**src/rtl/cache_mem_arbiter_pkg.sv**
```systemverilog
// Shared types for the cache/memory arbiter: FSM states and grant codes.
package cache_mem_arbiter_pkg;

    typedef enum logic [1:0] {
        ArbIdle = 2'd0,
        ArbBusy = 2'd1,
        ArbDone = 2'd2
    } arb_state_e;

    typedef enum logic {
        GntI = 1'b0,
        GntD = 1'b1
    } gnt_e;

endpackage

```
**src/rtl/cache_mem_arbiter_if.sv**
```systemverilog
// Simple request/complete memory port. The same shape is used on both cache
// ports and on the memory side, so each cache sees a private memory.
interface cache_mem_arbiter_if #(
    parameter int unsigned ADDR_W = 32,
    parameter int unsigned DATA_W = 32
);
    logic [ADDR_W-1:0] req_addr;
    logic              req_valid;
    logic              req_wr;
    logic [DATA_W-1:0] req_wdata;
    logic [DATA_W-1:0] req_rdata;
    logic              req_ready;

    // Requester side: issues the request, receives data and completion.
    modport master (
        output req_addr, req_valid, req_wr, req_wdata,
        input  req_rdata, req_ready
    );

    // Responder side: accepts the request, returns data and completion.
    modport slave (
        input  req_addr, req_valid, req_wr, req_wdata,
        output req_rdata, req_ready
    );
endinterface

```
**src/rtl/cache_mem_arbiter_rr_pick2.sv**
```systemverilog
// Combinational 2-way round-robin picker: a lone requester wins; on a tie the
// requester that was not served last wins.
module cache_mem_arbiter_rr_pick2
    import cache_mem_arbiter_pkg::*;
(
    input  logic valid_i,
    input  logic valid_d,
    input  gnt_e last,
    output gnt_e grant,
    output logic any
);

    // Grant selection
    always_comb begin
        any   = valid_i | valid_d;
        grant = GntI;
        if (valid_i && valid_d) begin
            grant = (last == GntI) ? GntD : GntI;
        end else if (valid_d) begin
            grant = GntD;
        end
    end

endmodule

```
**src/rtl/cache_mem_arbiter.sv**
```systemverilog
// Shares one main-memory port between the I-cache and D-cache engines.
// One outstanding transaction, round-robin grant, watchdog abort on a stuck memory.
module cache_mem_arbiter
    import cache_mem_arbiter_pkg::*;
#(
    parameter int unsigned ADDR_W  = 32,
    parameter int unsigned DATA_W  = 32,
    parameter int unsigned TIMEOUT = 255
) (
    input  logic                  clk,
    input  logic                  rst,
    cache_mem_arbiter_if.slave    i_port,
    cache_mem_arbiter_if.slave    d_port,
    cache_mem_arbiter_if.master   mem_port,
    output logic                  busy,
    output logic                  err_timeout
);

    localparam int unsigned CNT_W = $clog2(TIMEOUT + 1);

    arb_state_e        state_q, state_d;
    gnt_e              grant_q, last_q, pick_grant;
    logic              pick_any;
    logic [ADDR_W-1:0] addr_q;
    logic              wr_q;
    logic [DATA_W-1:0] wdata_q;
    logic              valid_q;
    logic              err_q;
    logic [CNT_W-1:0]  cnt_q;

    logic done_ok, done_to, complete;

    cache_mem_arbiter_rr_pick2 u_pick (
        .valid_i (i_port.req_valid),
        .valid_d (d_port.req_valid),
        .last    (last_q),
        .grant   (pick_grant),
        .any     (pick_any)
    );

    // Completion decode; a ready arriving on the timeout cycle counts as normal completion
    always_comb begin
        done_ok  = (state_q == ArbBusy) && mem_port.req_ready;
        done_to  = (state_q == ArbBusy) && !mem_port.req_ready &&
                   (cnt_q == CNT_W'(TIMEOUT));
        complete = done_ok || done_to;
    end

    // Next-state logic
    always_comb begin
        state_d = state_q;
        unique case (state_q)
            ArbIdle: if (pick_any) state_d = ArbBusy;
            ArbBusy: if (complete) state_d = ArbDone;
            ArbDone: state_d = ArbIdle;
            default: state_d = ArbIdle;
        endcase
    end

    // State register
    always_ff @(posedge clk) begin
        if (rst) begin
            state_q <= ArbIdle;
        end else begin
            state_q <= state_d;
        end
    end

    // Request latch, watchdog counter, round-robin history and sticky error
    always_ff @(posedge clk) begin
        if (rst) begin
            grant_q <= GntI;
            last_q  <= GntD;
            addr_q  <= '0;
            wr_q    <= 1'b0;
            wdata_q <= '0;
            valid_q <= 1'b0;
            err_q   <= 1'b0;
            cnt_q   <= '0;
        end else begin
            unique case (state_q)
                ArbIdle: begin
                    if (pick_any) begin
                        grant_q <= pick_grant;
                        valid_q <= 1'b1;
                        cnt_q   <= '0;
                        if (pick_grant == GntD) begin
                            addr_q  <= d_port.req_addr;
                            wr_q    <= d_port.req_wr;
                            wdata_q <= d_port.req_wdata;
                        end else begin
                            addr_q  <= i_port.req_addr;
                            wr_q    <= i_port.req_wr;
                            wdata_q <= i_port.req_wdata;
                        end
                    end
                end
                ArbBusy: begin
                    if (done_ok) begin
                        valid_q <= 1'b0;
                        last_q  <= grant_q;
                    end else if (done_to) begin
                        // An aborted transaction does not move the round-robin history
                        valid_q <= 1'b0;
                        err_q   <= 1'b1;
                    end else begin
                        // Cannot wrap: reaching TIMEOUT always leaves BUSY
                        cnt_q <= cnt_q + 1'b1;
                    end
                end
                ArbDone: begin
                    valid_q <= 1'b0;
                    cnt_q   <= '0;
                end
                default: begin
                    valid_q <= 1'b0;
                    cnt_q   <= '0;
                end
            endcase
        end
    end

    // Memory-side drive and completion routing to the granted cache only
    always_comb begin
        mem_port.req_addr  = addr_q;
        mem_port.req_valid = valid_q;
        mem_port.req_wr    = wr_q;
        mem_port.req_wdata = wdata_q;

        i_port.req_ready = complete && (grant_q == GntI);
        d_port.req_ready = complete && (grant_q == GntD);
        i_port.req_rdata = (done_ok && (grant_q == GntI)) ? mem_port.req_rdata : '0;
        d_port.req_rdata = (done_ok && (grant_q == GntD)) ? mem_port.req_rdata : '0;

        busy        = (state_q != ArbIdle);
        err_timeout = err_q;
    end

endmodule

```
**src/flat_wrapper.sv**
```systemverilog
// flat-port wrapper written by rule: the top's interface ports become plain ports
module cache_mem_arbiter_flat import cache_mem_arbiter_pkg::*;
#(
    parameter int unsigned ADDR_W  = 32,
    parameter int unsigned DATA_W  = 32,
    parameter int unsigned TIMEOUT = 255
)
  (clk, rst, busy, err_timeout, i_port_req_addr, i_port_req_valid, i_port_req_wr, i_port_req_wdata, i_port_req_rdata, i_port_req_ready, d_port_req_addr, d_port_req_valid, d_port_req_wr, d_port_req_wdata, d_port_req_rdata, d_port_req_ready, mem_port_req_addr, mem_port_req_valid, mem_port_req_wr, mem_port_req_wdata, mem_port_req_rdata, mem_port_req_ready);
  cache_mem_arbiter_if #(.ADDR_W(ADDR_W), .DATA_W(DATA_W)) i_port_i ();
  cache_mem_arbiter_if #(.ADDR_W(ADDR_W), .DATA_W(DATA_W)) d_port_i ();
  cache_mem_arbiter_if #(.ADDR_W(ADDR_W), .DATA_W(DATA_W)) mem_port_i ();
  input  logic clk;
  input  logic rst;
  output logic busy;
  output logic err_timeout;
  input wire logic [$bits(i_port_i.req_addr)-1:0] i_port_req_addr;
  input wire logic [$bits(i_port_i.req_valid)-1:0] i_port_req_valid;
  input wire logic [$bits(i_port_i.req_wr)-1:0] i_port_req_wr;
  input wire logic [$bits(i_port_i.req_wdata)-1:0] i_port_req_wdata;
  output wire logic [$bits(i_port_i.req_rdata)-1:0] i_port_req_rdata;
  output wire logic [$bits(i_port_i.req_ready)-1:0] i_port_req_ready;
  input wire logic [$bits(d_port_i.req_addr)-1:0] d_port_req_addr;
  input wire logic [$bits(d_port_i.req_valid)-1:0] d_port_req_valid;
  input wire logic [$bits(d_port_i.req_wr)-1:0] d_port_req_wr;
  input wire logic [$bits(d_port_i.req_wdata)-1:0] d_port_req_wdata;
  output wire logic [$bits(d_port_i.req_rdata)-1:0] d_port_req_rdata;
  output wire logic [$bits(d_port_i.req_ready)-1:0] d_port_req_ready;
  output wire logic [$bits(mem_port_i.req_addr)-1:0] mem_port_req_addr;
  output wire logic [$bits(mem_port_i.req_valid)-1:0] mem_port_req_valid;
  output wire logic [$bits(mem_port_i.req_wr)-1:0] mem_port_req_wr;
  output wire logic [$bits(mem_port_i.req_wdata)-1:0] mem_port_req_wdata;
  input wire logic [$bits(mem_port_i.req_rdata)-1:0] mem_port_req_rdata;
  input wire logic [$bits(mem_port_i.req_ready)-1:0] mem_port_req_ready;
  assign i_port_i.req_addr = i_port_req_addr;
  assign i_port_i.req_valid = i_port_req_valid;
  assign i_port_i.req_wr = i_port_req_wr;
  assign i_port_i.req_wdata = i_port_req_wdata;
  assign i_port_req_rdata = i_port_i.req_rdata;
  assign i_port_req_ready = i_port_i.req_ready;
  assign d_port_i.req_addr = d_port_req_addr;
  assign d_port_i.req_valid = d_port_req_valid;
  assign d_port_i.req_wr = d_port_req_wr;
  assign d_port_i.req_wdata = d_port_req_wdata;
  assign d_port_req_rdata = d_port_i.req_rdata;
  assign d_port_req_ready = d_port_i.req_ready;
  assign mem_port_req_addr = mem_port_i.req_addr;
  assign mem_port_req_valid = mem_port_i.req_valid;
  assign mem_port_req_wr = mem_port_i.req_wr;
  assign mem_port_req_wdata = mem_port_i.req_wdata;
  assign mem_port_i.req_rdata = mem_port_req_rdata;
  assign mem_port_i.req_ready = mem_port_req_ready;
  cache_mem_arbiter #(.ADDR_W(ADDR_W), .DATA_W(DATA_W), .TIMEOUT(TIMEOUT)) u_core (.clk(clk), .rst(rst), .i_port(i_port_i), .d_port(d_port_i), .mem_port(mem_port_i), .busy(busy), .err_timeout(err_timeout));
endmodule
```
**config.mk**
```make
export PLATFORM = sky130hd
export DESIGN_NAME = cache_mem_arbiter_flat
export DESIGN_NICKNAME = d
export VERILOG_FILES = /design/src/rtl/cache_mem_arbiter_pkg.sv /design/src/rtl/cache_mem_arbiter_if.sv /design/src/rtl/cache_mem_arbiter_rr_pick2.sv /design/src/rtl/cache_mem_arbiter.sv /design/src/flat_wrapper.sv
export SDC_FILE = /design/constraint.sdc
export NUM_CORES = 1
export LEC_CHECK = 0
export CAP_MARGIN = 25
export CORE_ASPECT_RATIO = 0.6
export CORE_MARGIN = 4
export CORE_UTILIZATION = 37
export CTS_CLUSTER_DIAMETER = 60
export DETAILED_ROUTE_END_ITERATION = 12
export HOLD_SLACK_MARGIN = 0.1
export PLACE_DENSITY = 0.95
export REMOVE_ABC_BUFFERS = 1
export SLEW_MARGIN = 20
export SYNTH_ARGS = -nofsm -noshare
export SYNTH_HDL_FRONTEND = slang
export SYNTH_SLANG_ARGS = --single-unit
```
**constraint.sdc**
```tcl
create_clock -name clk -period 4.1 [get_ports clk]
set_input_delay 0.82 -clock clk [delete_from_list [all_inputs] [get_ports clk]]
set_output_delay 0.82 -clock clk [all_outputs]
set_load 0.03 [all_outputs]
```
Word level (Yosys, flattened, before mapping) --
Cells that the tools add are included.
Cells by class: $add $sub $neg 1, equality and inequality tests 7, multiplexer cells 19, bitwise operators 3, reduce and logical (&&, ||, !) cells 18
Operator list (count):
- $mux W32 | 4
- $mux W8 | 3
- $pmux W8 S2 | 1
- $add A8 B1 Y8 const B | 1
- $eq A8 B8 Y1 const B | 1
- $logic_and A1 B1 Y1 | 8
- $reduce_and A2 Y1 | 4
- $mux W1 | 7
- $reduce_and A3 Y1 | 2
- $mux W2 | 2
- $ne A2 B1 Y1 const B | 2
- $ne A2 B2 Y1 const B | 2
- $pmux W2 S2 | 1
- $ne A3 B1 Y1 const B | 1
- $eq A2 B1 Y1 const B | 1
- $logic_not A2 Y1 | 1
- $not A1 Y1 | 2
- $pmux W1 S2 | 1
- $reduce_bool A2 Y1 | 1
- $logic_not A1 Y1 | 1
- $logic_or A1 B1 Y1 | 1
- $or A1 B1 Y1 | 1
Word-level totals: flip-flop bits (word level) 79, logic and storage cells 57

Logic depth before layout (Yosys ltp) --
depth in word-level cells 6, gate-level depth with buffers 7, depth with buffers taken out 5

Hierarchy --
Synthesis repeated with hierarchy kept, for this count alone.
Unflattened totals: cells, all modules 449, area, all modules 4020.1 µm²
Modules (own cells, without submodules):
- cache_mem_arbiter | times used 1, cells an instance 447, area an instance 4006.3 µm², sequential area each 1581.5 µm²
- cache_mem_arbiter_rr_pick2 | times used 1, cells an instance 2, area an instance 13.8 µm², sequential area each 0.0 µm²

Worst setup path after synthesis --
OpenSTA, ideal clock, no wires.
path type input -> output, from input port mem_port_req_ready, to output port i_port_req_rdata[0], data arrival time 1577 ps, required time 3280 ps, setup slack 1703 ps, cell stages on the path 4, buffers on the path 1, cell sequence nand2_1 > nor2_1 > clkbuf_1 > and2_1
Between the ends: cells in the longest elaborated chain, start to end 3
Ends and longest elaborated chain:
- from (decl) | line flat_wrapper.sv:33 | input wire logic [$bits(mem_port_i.req_ready)-1:0] mem_port_req_ready;
- $logic_and A1 B1 Y1 | line cache_mem_arbiter.sv:43 | done_ok = (state_q == ArbBusy) && mem_port.req_ready;
- $logic_and A1 B1 Y1 | line cache_mem_arbiter.sv:132 | i_port.req_rdata = (done_ok && (grant_q == GntI)) ? mem_port.req_rdata : '0;
- $mux W32 | line cache_mem_arbiter.sv:132
- to (decl) | line flat_wrapper.sv:20 | output wire logic [$bits(i_port_i.req_rdata)-1:0] i_port_req_rdata;
Every way passes these cells.

Final worst setup path --
from input port mem_port_req_ready, to output port d_port_req_rdata[0]
Between the ends: cells in the longest elaborated chain, start to end 3
Ends and longest elaborated chain:
- $logic_and A1 B1 Y1 | line cache_mem_arbiter.sv:43
- $logic_and A1 B1 Y1 | line cache_mem_arbiter.sv:133 | d_port.req_rdata = (done_ok && (grant_q == GntD)) ? mem_port.req_rdata : '0;
- $mux W32 | line cache_mem_arbiter.sv:133
- to (decl) | line flat_wrapper.sv:26 | output wire logic [$bits(d_port_i.req_rdata)-1:0] d_port_req_rdata;
Every way passes these cells.

==> metrics.cfg <==
[critical_path]
cp.arrival_ns = 2.77
slowest_delay_ns = 0.68
r2r_cells = 6
cp_slowest_cell = clkdlybuf4s50_1
cp_common_cell = clkdlybuf4s50_1
cp-start-kind = input pin
cp-end-kind = primary output
cp.depth = 5
ff2ff_setup_slack_ns = 2.04
cp_data_required_time_ns = 3.28
cp_max_fo = 33
crit_type = input pin to primary output
crit_family = buffers and inverters
critPathBufInv = 3
crit_chain = clkdlybuf4s50_1 > and3_1 > buf_4 > and2_1 > clkdlybuf4s50_1

[route]
drt_iter0_drc = 142
vias = 4371
final_antenna_net_count = 0
drtPass1Iterations = 4
vias_per_cell = 5.01
drc = 0
drt-total-wl_mm = 14.6
wl_per_cell_um = 16.7

[cells_and_area]
syn_to_final_growth_pct = 83.6
instances_no_fill = 873
final_common_cell = clkdlybuf4s50_1
drive_above_1_share_pct = 8.58
n_fill_cell = 786
fin_util_pct = 69.7
final_nets = 897
layout_common_cells = clkdlybuf4s50_1 (267), dfxtp_1 (79), nor2_1 (73)
insertedDiodeCount = 0

[cts]
post_cts.repair.setup_buffers = 0
root_buffer = clkbuf_16
path_clk_slew_ns = 0.06
clock_latency_ns = 0.33
ctsHoldBuffers = 0
cts_made_buffers = 9
cts_max_path_buffers = 2
cts_resized = 0
cts_tree = built
clkSinkCount = 79
htree_levels = 3

[global_route]
use_met2_pct = 42.6
grt_max_degree = 67
grt_util_met1_pct = 22.2
use_met3_pct = 5.83
grt_first_pass_wirelength_mm = 21.4
antenna_found_initial = 0
grt_overflow_total = 0
grt_pass1_vias = 4336
grt.total_usage_pct = 21.4
busiest_layer = met2

[pwr]
power_density_nw_per_um2 = 352
p_clk_share_pct = 30.7
p_sw_share_pct = 32.2
p_leak_uw = 0.00290
ir_worst_vdd_mv = 0.225
p_int_uw = 1760
p_seq_share_pct = 35.0
switching_power_uw = 835
p_total_uw = 2590
comb_power_share_pct = 34.3

[timing]
tightest_slew_ns = 0.875
fin_crit_sh_pct = 87.5
finalClockSkew_ns = 0.00884
period_minus_slack_ns = 3.59
max_clock_freq_mhz = 279
slew_headroom_pct = 41.6
finalSetupViolations = 0
setup_slack_ns = 0.511
slew_violations = 0
finalHoldViolCount = 0
rsz0062_at_grt = false
setup_tns_ns = 0

[place]
dp.cells = 857
pre_cts_ws_ns = 0.516
port_buffers = 300
gp_congestion = 0.937
dp_hpwl_mm = 12.0

[logic_synthesis]
syn_area_per_cell_sq_um = 8.97
syn_inst = 447
ys.flop_type = dfxtp_1
synth_area_sq_um = 4010
yosys_warnings = 0
ys_seq_area_share_pct = 39.5
synth_seq_cells = 79
ys_async_sr_fraction_pct = 0
yosysUniqueCellTypes = 44
synth_edf_count = 0

[die]
fp-row-count = 29
io_pins = 301
initial_utilization_pct = 38.0
die_x_um = 142
die_y_um = 88.6
core_sq_um = 10600
dieArea_sq_um = 12600

[min_path]
hold_path_class = flop to flop
holdPathStages = 2

[job]
maxCapViolCount = 0

[outcome]
status = finished clean

## cells by family (layout without fill, tap and decap cells)
| group | after synthesis | count (layout) | synth area share (%) |
|---|---|---|---|
| AOI/OAI and AO/OA | 90 | 90 | 16.7 |
| adders and majority gates | 1 | 1 | 0.312 |
| buffers and inverters | 40 | 327 | 4.43 |
| DFF | 79 | 79 | 39.5 |
| muxes | 67 | 67 | 16.8 |
| and+or+nand+nor | 170 | 170 | 22.3 |
## worst reg2reg max path, stage by stage (launching register included)
cell and delay [ns]:
dfxtp_1 0.40, nor2_2 0.17, inv_2 0.08, nor2_4 0.60
buf_4 0.36, nor2_1 0.07, a211oi_1 0.27
## worst paths after layout
kind / start / endpoint
min: u_core.err_timeout / u_core.err_timeout
min reg2reg: u_core.err_timeout / u_core.err_timeout
max reg2reg: u_core.state_q[0] / u_core.mem_port.req_wdata[23]
max: mem_port_req_ready / d_port_req_rdata[0]
## per-layer routing
metal / vias to the layer above / wire [um] / share of wire, %
met1: 1994 / 5310 / 36
met2: 185 / 7960 / 55
li1: 2168 / - / -
met4: 0 / 318 / 2.2
met5: - / 0 / 0
met3: 24 / 966 / 6.6
## state kept, by name, indices dropped and copies added (netlist names)
signal                     cells
u_core.mem_port.req_addr      32
u_core.mem_port.req_wdata     32
u_core.cnt_q                   8
u_core.state_q                 2
u_core.err_timeout             1
u_core.grant_q                 1
u_core.last_q                  1
u_core.mem_port.req_valid      1
u_core.mem_port.req_wr         1
## synth_stat cells (all sizes together), types with 2 or more instances
cell	instances	area, sq um
dfxtp	79	1580
mux2i	66	661
nor4b	2	23.8
nand2	4	15.0
a31oi	3	18.8
nand3	3	15.0
nand2b	2	12.5
clkbuf	21	78.8
a21o	4	37.5
nor2	75	287
a211oi	67	503
nor3	5	30.0
a211o	2	17.5
and2	65	407
buf	15	83.8
and3	5	31.3
a21oi	5	25.0
o21ai	3	15.0
inv	4	15.0
## area by class of cell
| type | count | area [sq um] | share of cell area [%] |
|---|---|---|---|
| Timing Repair Buffer | 307 | 3030 | 41.2 |
| Multi-Input combinational cell | 328 | 2260 | 30.7 |
| Sequential cell | 79 | 1580 | 21.5 |
| Clock buffer | 10 | 229 | 3.11 |
| Tap cell | 139 | 174 | 2.36 |
| Clock inverter | 6 | 67.6 | 0.918 |
| Inverter | 4 | 15.0 | 0.204 |
## power by group through the flow
stage,combinational (uW),sequential [uW],clock (uW)
floorplan,291,1080,0
global route,944,916,848
global placement,871,917,0
detailed placement,895,923,0
CTS,897,906,816
finish,890,906,795
## metrics by stage
step,hold slack [ns],cell area (sq um)
floorplan,0.457,3850
global placement,0.474,7070
detailed placement,0.463,7070
CTS,0.478,7360
global route,0.498,7360
finish,0.484,7360
No activity file was read; power rests on OpenSTA's default activity.
